==> src/rtl/angle_pkg.sv <==
// Shared types and fixed-point constants for the cosine range-reduction front end.
// All angles are Q.20 fixed point held in 32 bits.
package angle_pkg;

  typedef enum logic [2:0] {
    IDLE    = 3'd0,
    CONVERT = 3'd1,
    REDUCE  = 3'd2,
    FOLD    = 3'd3,
    DONE    = 3'd4
  } state_t;

  localparam logic [31:0] PI_2   = 32'd1647099;
  localparam logic [31:0] PI     = 32'd3294199;
  localparam logic [31:0] PI3_2  = 32'd4941298;
  localparam logic [31:0] TWO_PI = 32'd6588397;

  localparam int EXP_WIDTH  = 8;
  localparam int FRAC_WIDTH = 23;
  localparam int EXP_BIAS   = 127;

  typedef struct packed {
    logic [31:0] scaled;
    logic        sign;
  } fold_t;

  // Maps r in [0, 2*pi) onto [0, pi/2] and returns the sign cos(r) must carry.
  function automatic fold_t fold_angle(input logic [31:0] r);
    fold_t f;
    if (r <= PI_2) begin
      f.scaled = r;
      f.sign   = 1'b0;
    end else if (r < PI) begin
      f.scaled = PI - r;
      f.sign   = 1'b1;
    end else if (r <= PI3_2) begin
      f.scaled = r - PI;
      f.sign   = 1'b1;
    end else begin
      f.scaled = TWO_PI - r;
      f.sign   = 1'b0;
    end
    return f;
  endfunction

endpackage

==> src/rtl/delay_counter.sv <==
// Saturating up-counter: done rises once the count reaches max and holds until rst.
// Shared with the CORDIC engine as its iteration bound.
module delay_counter #(
  parameter int COUNTER_WIDTH = 10
) (
  input  logic                     clk,
  input  logic                     rst,
  input  logic [COUNTER_WIDTH-1:0] max,
  output logic                     done
);

  logic [COUNTER_WIDTH-1:0] count;

  always_ff @(posedge clk) begin
    if (rst) begin
      count <= '0;
    end else if (count != max) begin
      count <= count + 1'b1;
    end
  end

  assign done = (count == max);

endmodule

==> src/rtl/angle_scaler.sv <==
// Converts an IEEE-754 single angle to Q11.20, reduces it modulo 2*pi and folds it
// into [0, pi/2], reporting the cosine sign; start/done handshake around a small FSM.
module angle_scaler
  import angle_pkg::*;
#(
  parameter int FLOAT_DATA_WIDTH = 32,
  parameter int FRACTIONAL_WIDTH = 20,
  parameter int MAX_EXP          = 6,
  parameter int MAX_REDUCE       = 21
) (
  input  logic                        clk,
  input  logic                        rst,
  input  logic                        clk_en,
  input  logic [FLOAT_DATA_WIDTH-1:0] angle,
  output logic [FLOAT_DATA_WIDTH-1:0] scaled,
  output logic                        sign,
  output logic                        done
);

  localparam logic signed [9:0] MAX_E   = 10'(MAX_EXP);
  localparam logic signed [9:0] MIN_E   = -10'sd24;
  localparam logic signed [9:0] SHIFT_E = 10'(FRAC_WIDTH - FRACTIONAL_WIDTH);

  state_t                        state;
  logic [FLOAT_DATA_WIDTH-2:0]   angle_q;
  logic [FLOAT_DATA_WIDTH-1:0]   mag;
  logic                          oor;

  logic [EXP_WIDTH-1:0]          exp_f;
  logic [FRAC_WIDTH-1:0]         frac_f;
  logic signed [9:0]             e_unb;
  logic [FLOAT_DATA_WIDTH-1:0]   m_ext;
  logic [4:0]                    shamt;
  logic [FLOAT_DATA_WIDTH-1:0]   conv_mag;
  logic                          conv_oor;
  fold_t                         folded;

  logic                          cnt_clr;
  logic                          cnt_done;

  // cos is even, so the input sign bit is dropped
  logic angle_sign_unused;
  assign angle_sign_unused = angle[FLOAT_DATA_WIDTH-1];

  assign exp_f  = angle_q[FRAC_WIDTH +: EXP_WIDTH];
  assign frac_f = angle_q[FRAC_WIDTH-1:0];
  assign e_unb  = $signed({2'b00, exp_f}) - 10'(EXP_BIAS);
  assign m_ext  = {{(FLOAT_DATA_WIDTH-FRAC_WIDTH-1){1'b0}}, 1'b1, frac_f};

  // Float to Q.20: the Q1.23 significand is shifted by e-3, truncating
  always_comb begin
    conv_oor = (exp_f == '1) || (e_unb > MAX_E);
    conv_mag = '0;
    shamt    = '0;
    if (!conv_oor && (exp_f != '0) && (e_unb >= MIN_E)) begin
      if (e_unb >= SHIFT_E) begin
        shamt    = 5'(e_unb - SHIFT_E);
        conv_mag = m_ext << shamt;
      end else begin
        shamt    = 5'(SHIFT_E - e_unb);
        conv_mag = m_ext >> shamt;
      end
    end
  end

  assign folded = fold_angle(mag);

  assign cnt_clr = rst || (state != REDUCE);

  delay_counter #(
    .COUNTER_WIDTH(10)
  ) u_reduce_bound (
    .clk (clk),
    .rst (cnt_clr),
    .max (10'(MAX_REDUCE)),
    .done(cnt_done)
  );

  // Out-of-range inputs still spend one cycle in REDUCE with mag=0, which keeps
  // every result on the same minimum latency
  always_ff @(posedge clk) begin
    if (rst) begin
      state   <= IDLE;
      angle_q <= '0;
      mag     <= '0;
      oor     <= 1'b0;
      scaled  <= '0;
      sign    <= 1'b0;
      done    <= 1'b0;
    end else begin
      done <= 1'b0;
      case (state)
        IDLE: begin
          if (clk_en) begin
            angle_q <= angle[FLOAT_DATA_WIDTH-2:0];
            state   <= CONVERT;
          end
        end
        CONVERT: begin
          mag   <= conv_mag;
          oor   <= conv_oor;
          state <= REDUCE;
        end
        REDUCE: begin
          if ((mag >= TWO_PI) && !cnt_done) begin
            mag <= mag - TWO_PI;
          end else begin
            state <= FOLD;
          end
        end
        FOLD: begin
          scaled <= oor ? '0 : folded.scaled;
          sign   <= oor ? 1'b0 : folded.sign;
          done   <= 1'b1;
          state  <= DONE;
        end
        DONE: begin
          // a start arriving while done is high is taken on the following edge
          if (clk_en) begin
            angle_q <= angle[FLOAT_DATA_WIDTH-2:0];
            state   <= CONVERT;
          end else begin
            state <= IDLE;
          end
        end
        default: state <= IDLE;
      endcase
    end
  end

endmodule

==> config.mk <==
export PLATFORM = sky130hd
export DESIGN_NAME = angle_scaler
export DESIGN_NICKNAME = d
export VERILOG_FILES = /design/src/rtl/angle_pkg.sv /design/src/rtl/delay_counter.sv /design/src/rtl/angle_scaler.sv
export SDC_FILE = /design/constraint.sdc
export NUM_CORES = 1
export LEC_CHECK = 0
export CAP_MARGIN = 20
export CORE_MARGIN = 2
export CORE_UTILIZATION = 65
export DETAILED_ROUTE_END_ITERATION = 8
export GPL_ROUTABILITY_DRIVEN = 1
export PLACE_DENSITY = 0.94
export SLEW_MARGIN = 15
export SYNTH_ARGS = -nofsm -noshare
export SYNTH_HDL_FRONTEND = slang
export SYNTH_HIERARCHICAL = 1
export SYNTH_SLANG_ARGS = --single-unit
export TNS_END_PERCENT = 20
==> constraint.sdc <==
create_clock -name clk -period 11.75 [get_ports clk]
set_clock_uncertainty 0.2 [all_clocks]
set_input_delay 2.35 -clock clk [delete_from_list [all_inputs] [get_ports clk]]
set_output_delay 2.35 -clock clk [all_outputs]
set_load 0.01 [all_outputs]
After elaboration in Yosys (flattened, before gate mapping)
Index checks and enable logic that the tools add are counted.
{ "op_classes": {"n_mux": 14, "eq_ne": 11, "shift": 2, "order_cmp": 7, "addsub": 8, "n_reduce_logical": 14} }
{ "ops": {"columns": ["cell", "count"], "rows": [
  ["32-bit 2-to-1 mux", 4],
  ["33-bit 2-to-1 mux", 3],
  ["32-bit one-hot mux with 2 select lines", 1],
  ["32-bit by 23-bit greater-or-equal comparator with 1-bit output (second input constant)", 1],
  ["32-bit by 21-bit <= comparator with 1-bit output (second input constant)", 1],
  ["32-bit by 23-bit <= comparator with 1-bit output (second input constant)", 1],
  ["32-bit by 22-bit < comparator with 1-bit output (second input constant)", 1],
  ["24-bit by 5-bit << shifter with 32-bit output", 1],
  ["24-bit by 5-bit >> shifter with 32-bit output", 1],
  ["22-bit by 32-bit subtractor with 32-bit output (first input constant)", 1],
  ["23-bit by 32-bit subtractor with 32-bit output (first input constant)", 1],
  ["32-bit by 22-bit subtractor with 32-bit output (second input constant)", 1],
  ["32-bit by 23-bit subtractor with 32-bit output (second input constant)", 1],
  ["3-bit one-hot mux with 5 select lines", 1],
  ["10-bit by 1-bit adder with 10-bit output (second input constant)", 1],
  ["10-bit by 5-bit == test with 1-bit output (second input constant)", 1],
  ["10-bit by 5-bit inequality test with 1-bit output (second input constant)", 1],
  ["9-bit by 3-bit greater-or-equal comparator with 1-bit output (second input constant)", 1],
  ["9-bit by 6-bit greater-or-equal comparator with 1-bit output (second input constant)", 1],
  ["9-bit by 4-bit > comparator with 1-bit output (second input constant)", 1],
  ["8-bit by 7-bit subtractor with 9-bit output (second input constant)", 1],
  ["8-bit == test (second input constant)", 1],
  ["8-bit nonzero test", 1],
  ["3-bit by 2-bit == test with 1-bit output (second input constant)", 2],
  ["other kinds (15)", 26]
]} }
{ "word_totals": {"elab_cells": 64, "reg_bits": 111, "in_bits": 35} }

Depth between registers and ports, before layout
{ "depth": {"ltp_word": 8, "mapped_depth": 16, "depth_no_buf": 10} }

Cells and area by module
Netlist, hierarchy kept.
{ "modules_own_cells": {"columns": ["module", "seq_area_each_um2", "cells_per_inst", "instances", "area_per_inst_um2"], "rows": [
  ["angle_scaler", 2021.9, 1283, 1, 9351.5],
  ["delay_counter", 200.2, 69, 1, 614.3]
]} }

Least setup slack after synthesis
OpenSTA, ideal clock, no wires.
{ "synth_path": {"kind": "reg2reg", "from": "reg angle_q[23]", "to": "reg mag[30]", "path_buffers": 6, "arrival_ns": 3.783, "stages_incl_launch_ff": 15, "period_less_slack_ns": 4.111, "setup_slack_ns": 7.639, "path_cell_list": "dfxtp_1 > buf_2 > buf_1 > inv_1 > clkbuf_1 > ha_1 > clkbuf_1 > clkbuf_1 > clkbuf_1 > mux4_2 > mux2_2 > a21oi_1 > o21ai_0 > a221oi_1 > nor2_1"} }
{ "synth_via": {"elab_chain_len": 8} }
{ "synth_lines": {"columns": ["element", "line_no", "source"], "rows": [
  ["start: declaration", "angle_scaler.sv:25", "logic [FLOAT_DATA_WIDTH-2:0] angle_q;"],
  ["start signal: assignment", "angle_scaler.sv:95", "angle_q <= angle[FLOAT_DATA_WIDTH-2:0];"],
  ["start signal: assignment", "angle_scaler.sv:120", "angle_q <= angle[FLOAT_DATA_WIDTH-2:0];"],
  ["parallel branches: the longest is 6 deep, another holds 8-bit by 7-bit subtractor with 9-bit output", null, null],
  ["32-bit 2-to-1 mux *", "angle_scaler.sv:55", "if (!conv_oor && (exp_f != '0) && (e_unb >= MIN_E)) begin"],
  ["32-bit one-hot mux with 2 select lines *", "angle_scaler.sv:92", "case (state)"],
  ["end signal: assignment", "angle_scaler.sv:100", "mag <= conv_mag;"],
  ["end signal: assignment", "angle_scaler.sv:106", "mag <= mag - TWO_PI;"],
  ["end: declaration", "angle_scaler.sv:26", "logic [FLOAT_DATA_WIDTH-1:0] mag;"]
]} }
Mark *: on every way between the ends.
A chain may end at the register's enable or synchronous reset.

Worst setup path after layout
{ "layout_path": {"from": "reg mag[1]", "to": "reg mag[4]"} }
{ "layout_via": {"elab_chain_len": 4} }
{ "layout_lines": {"columns": ["element", "line_no", "source"], "rows": [
  ["32-bit by 23-bit greater-or-equal comparator with 1-bit output", "angle_scaler.sv:105", "if ((mag >= TWO_PI) && !cnt_done) begin"],
  ["1-bit logical AND", "angle_scaler.sv:105", null],
  ["2-bit inequality test (no line)", null, null],
  ["2-bit AND reduction (no line)", null, null]
]} }
Several ways; a longest one is shown, not always the timed one. The select of a mux whose other input is x is not followed.

==> metrics.md <==
| Metric | Value |
|---|---|
| Outcome | finished, final reports clean |
| Final clock period utilization by the worst path | 38.9% |
| Crit path cell chain | inv_1 > ha_1 > nand3b_1 > a211oi_1 > o211ai_1 > a211o_1 > buf_4 > nand2_1 > o21ai_0 > a22oi_1 > o22ai_1 |
| Worst endpoint required time | 11.76 ns |
| Number of sinks driven by the clock tree | 111 |
| CTS Buf Count | 9 |
| Global route hottest layer | met2 |
| Leading register cell type out of synthesis | dfxtp_1 |
| #FFs+latches synth | 111 |
| Width of the die | 128 µm |
| Standard cell with the maximum stage delay on the critical path | a211oi_1 |
| Worst supply voltage drop on vdd | 0.139 mV |
| Count of distinct cell types in the synthesized netlist | 86 |
| Post-CTS setup buffers | 0 |
| Most frequent standard cell in the layout excluding fill and tap cells | nand2_1 |
| Buffers on Ports | 67 |
| Setup slack on the worst flop-to-flop path | 7.18 ns |
| Routing usage on met1 | 48.1% |
| Leak | 0.00369 µW |
| Via count of the first global-routing pass | 9537 |
| Wire per inst | 20.3 µm |
| Antenna Violating Nets Remaining | 0 |
| Crit path capture type | flop |
| Slew headroom | 36.2% |
| Cell count after synthesis | 1352 |
| Clock tree from TritonCTS | yes |
| Critical path arrival | 4.58 ns |
| Router iterations before antenna repair | 6 |
| Sequential area share after synthesis | 22.3% |
| DRC errors left | 0 |
| Net switching fraction of the power | 51.5% |
| Gpl congestion | 0.965 |
| Placeable core region | 0.0151 mm² |
| Final setup violation count | 0 |
| First DRT Iteration DRCs | 1129 |
| Estimated wirelength of the detail-placed design | 22800 µm |
| Filler cell count in the final layout | 1274 |
| Maximum number of buffers from clock root to sink | 2 |
| Die area | 0.0163 mm² |
| Int Power | 1070 µW |
| Power Density | 203 mW/mm² |
| Vias per Instance | 6.95 |
| Final Hold Fails | 0 |
| Ys Warns | 6 |
| Die Ht | 128 µm |
| Rows | 45 |
| Global routing met3 resource utilization | 5.26% |
| H-tree level count | 3 |
| Slew Limit Fails | 0 |
| Critical setup path kind | reg2reg |
| Area overhead of the layout relative to synthesis | 9.24% |
| Highest fanout seen on the critical path | 28 |
| Clock transition at the registers of the reported paths | 0.08 ns |
| Final-stage net count | 1390 |
| Largest net degree at the start of global routing | 74 |
| Mean instance size in the synthesized netlist | 7.37 µm² |
| FF+latch area | 0.00222 mm² |
| GRT Residual Overflow | 0 |
| Launching element type of the critical path | flop |
| Worst-margin pin slew | 0.932 ns |
| Biggest cell delay along the critical path | 0.79 ns |
| Met2 Track Usage GR | 63.2% |
| Achievable frequency | 0.219 GHz |
| First-pass GRT wire length | 50100 µm |
| Total negative slack for setup checks | 0 ns |
| Share of layout cells above drive strength 1 | 9.31% |
| Clock network fraction of total power | 14.4% |
| Max-capacitance violation count | 0 |
| RSZ-0062 raised after global routing | no |
| Io pins | 69 |
| Via count | 10.6k |
| Post-synthesis cell area | 0.00997 mm² |
| Hold Slack | 0.245 ns |
| Part of the power in registers | 22.8% |
| Proportion of synthesized flip-flops having asynchronous set or reset | 0% |
| Logic gate share of total power | 62.7% |
| Commonest non-fill, non-tap cells in the layout | 215 x nand2_1, 117 x a21oi_1, 110 x dfxtp_1, 95 x nor2_1, 93 x o21ai_0 |
| Post-CTS Hold Fix Bufs | 0 |
| Overall Global Routing Usage | 37.9% |
| Initial core utilization | 66.0% |
| Switching power summed over all nets | 1140 µW |
| Clock latency of the later-clocked register in the worst-skew pair | 0.36 ns |
| Hold Crit Class | reg2reg |
| Root buffer cell | clkbuf_16 |
| Inserted Diodes | 0 |
| Footprint of the multi-input gates | 0.00723 mm² |
| Final critical-path required period | 4.57 ns |
| Total Wirelength | 31000 µm |
| Quantity of gates resized following cts | 0 |
| Number of synthesized flops with an enable pin | 0 |
| Initial antenna violation count | 0 |
cell families after synthesis:
logic type / share of synthesized area (%)
adder cells (fa/ha/maj): 2.26
AO/OA/AOI/OAI: 26.1
AND/OR/NAND/NOR: 26.4
flip-flops: 22.3
XOR/XNOR: 3.48
other: 0.0754
multiplexers: 13.6
buffers and inverters: 5.89
registers in the layout, summed over array words and instances, names as in the netlist:
register              flops
u_reduce_bound/count     10
oor                       1
state                     3
sign                      1
mag                      32
scaled                   32
done                      1
angle_q                  31
cell type report:
cell class	count	share of cell area, %
Multi-Input combinational cell	1109	66.4
Clock buffer	11	2.32
Inverter	18	0.621
Clock inverter	5	0.448
Sequential cell	111	20.4
Timing Repair Buffer	88	7.60
Tap cell	188	2.16
cell usage after synthesis (all sizes together), types with 6 or more instances:
master,n,area share [%]
nand2,215,8.1
o311ai,9,0.79
nor2b,13,0.82
o211ai,27,2.1
and3,6,0.38
nor4,18,1.4
nor3b,6,0.45
a211o,8,0.70
or4,8,0.64
nand4,17,1.1
or2,10,0.63
nand3,59,3.0
ha,18,2.3
mux4,29,6.6
xor2,12,1.1
mux2i,45,4.5
a21oi,118,6.0
dfxtp,111,22
a211oi,26,2.1
o21ai,96,4.8
a22oi,14,1.1
inv,18,0.68
nor2,98,3.8
o22ai,13,0.82
nand2b,14,0.88
a32oi,7,0.62
or3,18,1.2
clkbuf,90,3.4
a221oi,9,0.79
nor3,34,1.8
o31ai,6,0.45
and2,6,0.38
xnor2,25,2.2
a31oi,21,1.3
mux2,22,2.5
buf,32,1.8
path summary, 6_finish.rpt:
path               from         end  cells past startpoint
max reg2reg      mag[1]      mag[4]                     11
min reg2reg  scaled[16]  scaled[16]                      2
max              mag[1]      mag[4]                     11
min          scaled[16]  scaled[16]                      2
critical path, delay by kind of cell (launching register included):
kind | cells | cell delay, ns
AOI/OAI and AO/OA | 6 | 2.09
DFF | 1 | 0.53
buffers and inverters | 2 | 0.43
adders and majority gates | 1 | 0.26
and+or+nand+nor | 2 | 0.90
power by group through the flow:
stage / Combinational [µW] / Sequential [µW] / Clock, µW
finish: 1380 / 504 / 318
global route: 1490 / 510 / 335
CTS: 1340 / 499 / 319
detailed placement: 1330 / 508 / 0
global placement: 1330 / 503 / 0
floorplan: 1060 / 464 / 0
per-stage QoR:
stage	instances	util, %	power (µW)	instance area (µm²)	setup WS (ns)
finish	1530	72.1	2210	10900	7.18
global route	1530	72.1	2340	10900	6.96
CTS	1529	72.0	2160	10900	7.38
detailed placement	1513	70.0	1840	10600	7.33
global placement	1513	70.0	1830	10600	7.43
floorplan	1360	-	1530	10000	7.64
layer usage:
layer / share of wire (%) / vias to the layer above
li1: - / 4984
met1: 40 / 4962
met2: 47 / 565
met3: 6.9 / 118
met4: 5.9 / 0
met5: 0 / -
Note: power is estimated with default switching activity, not from simulation.
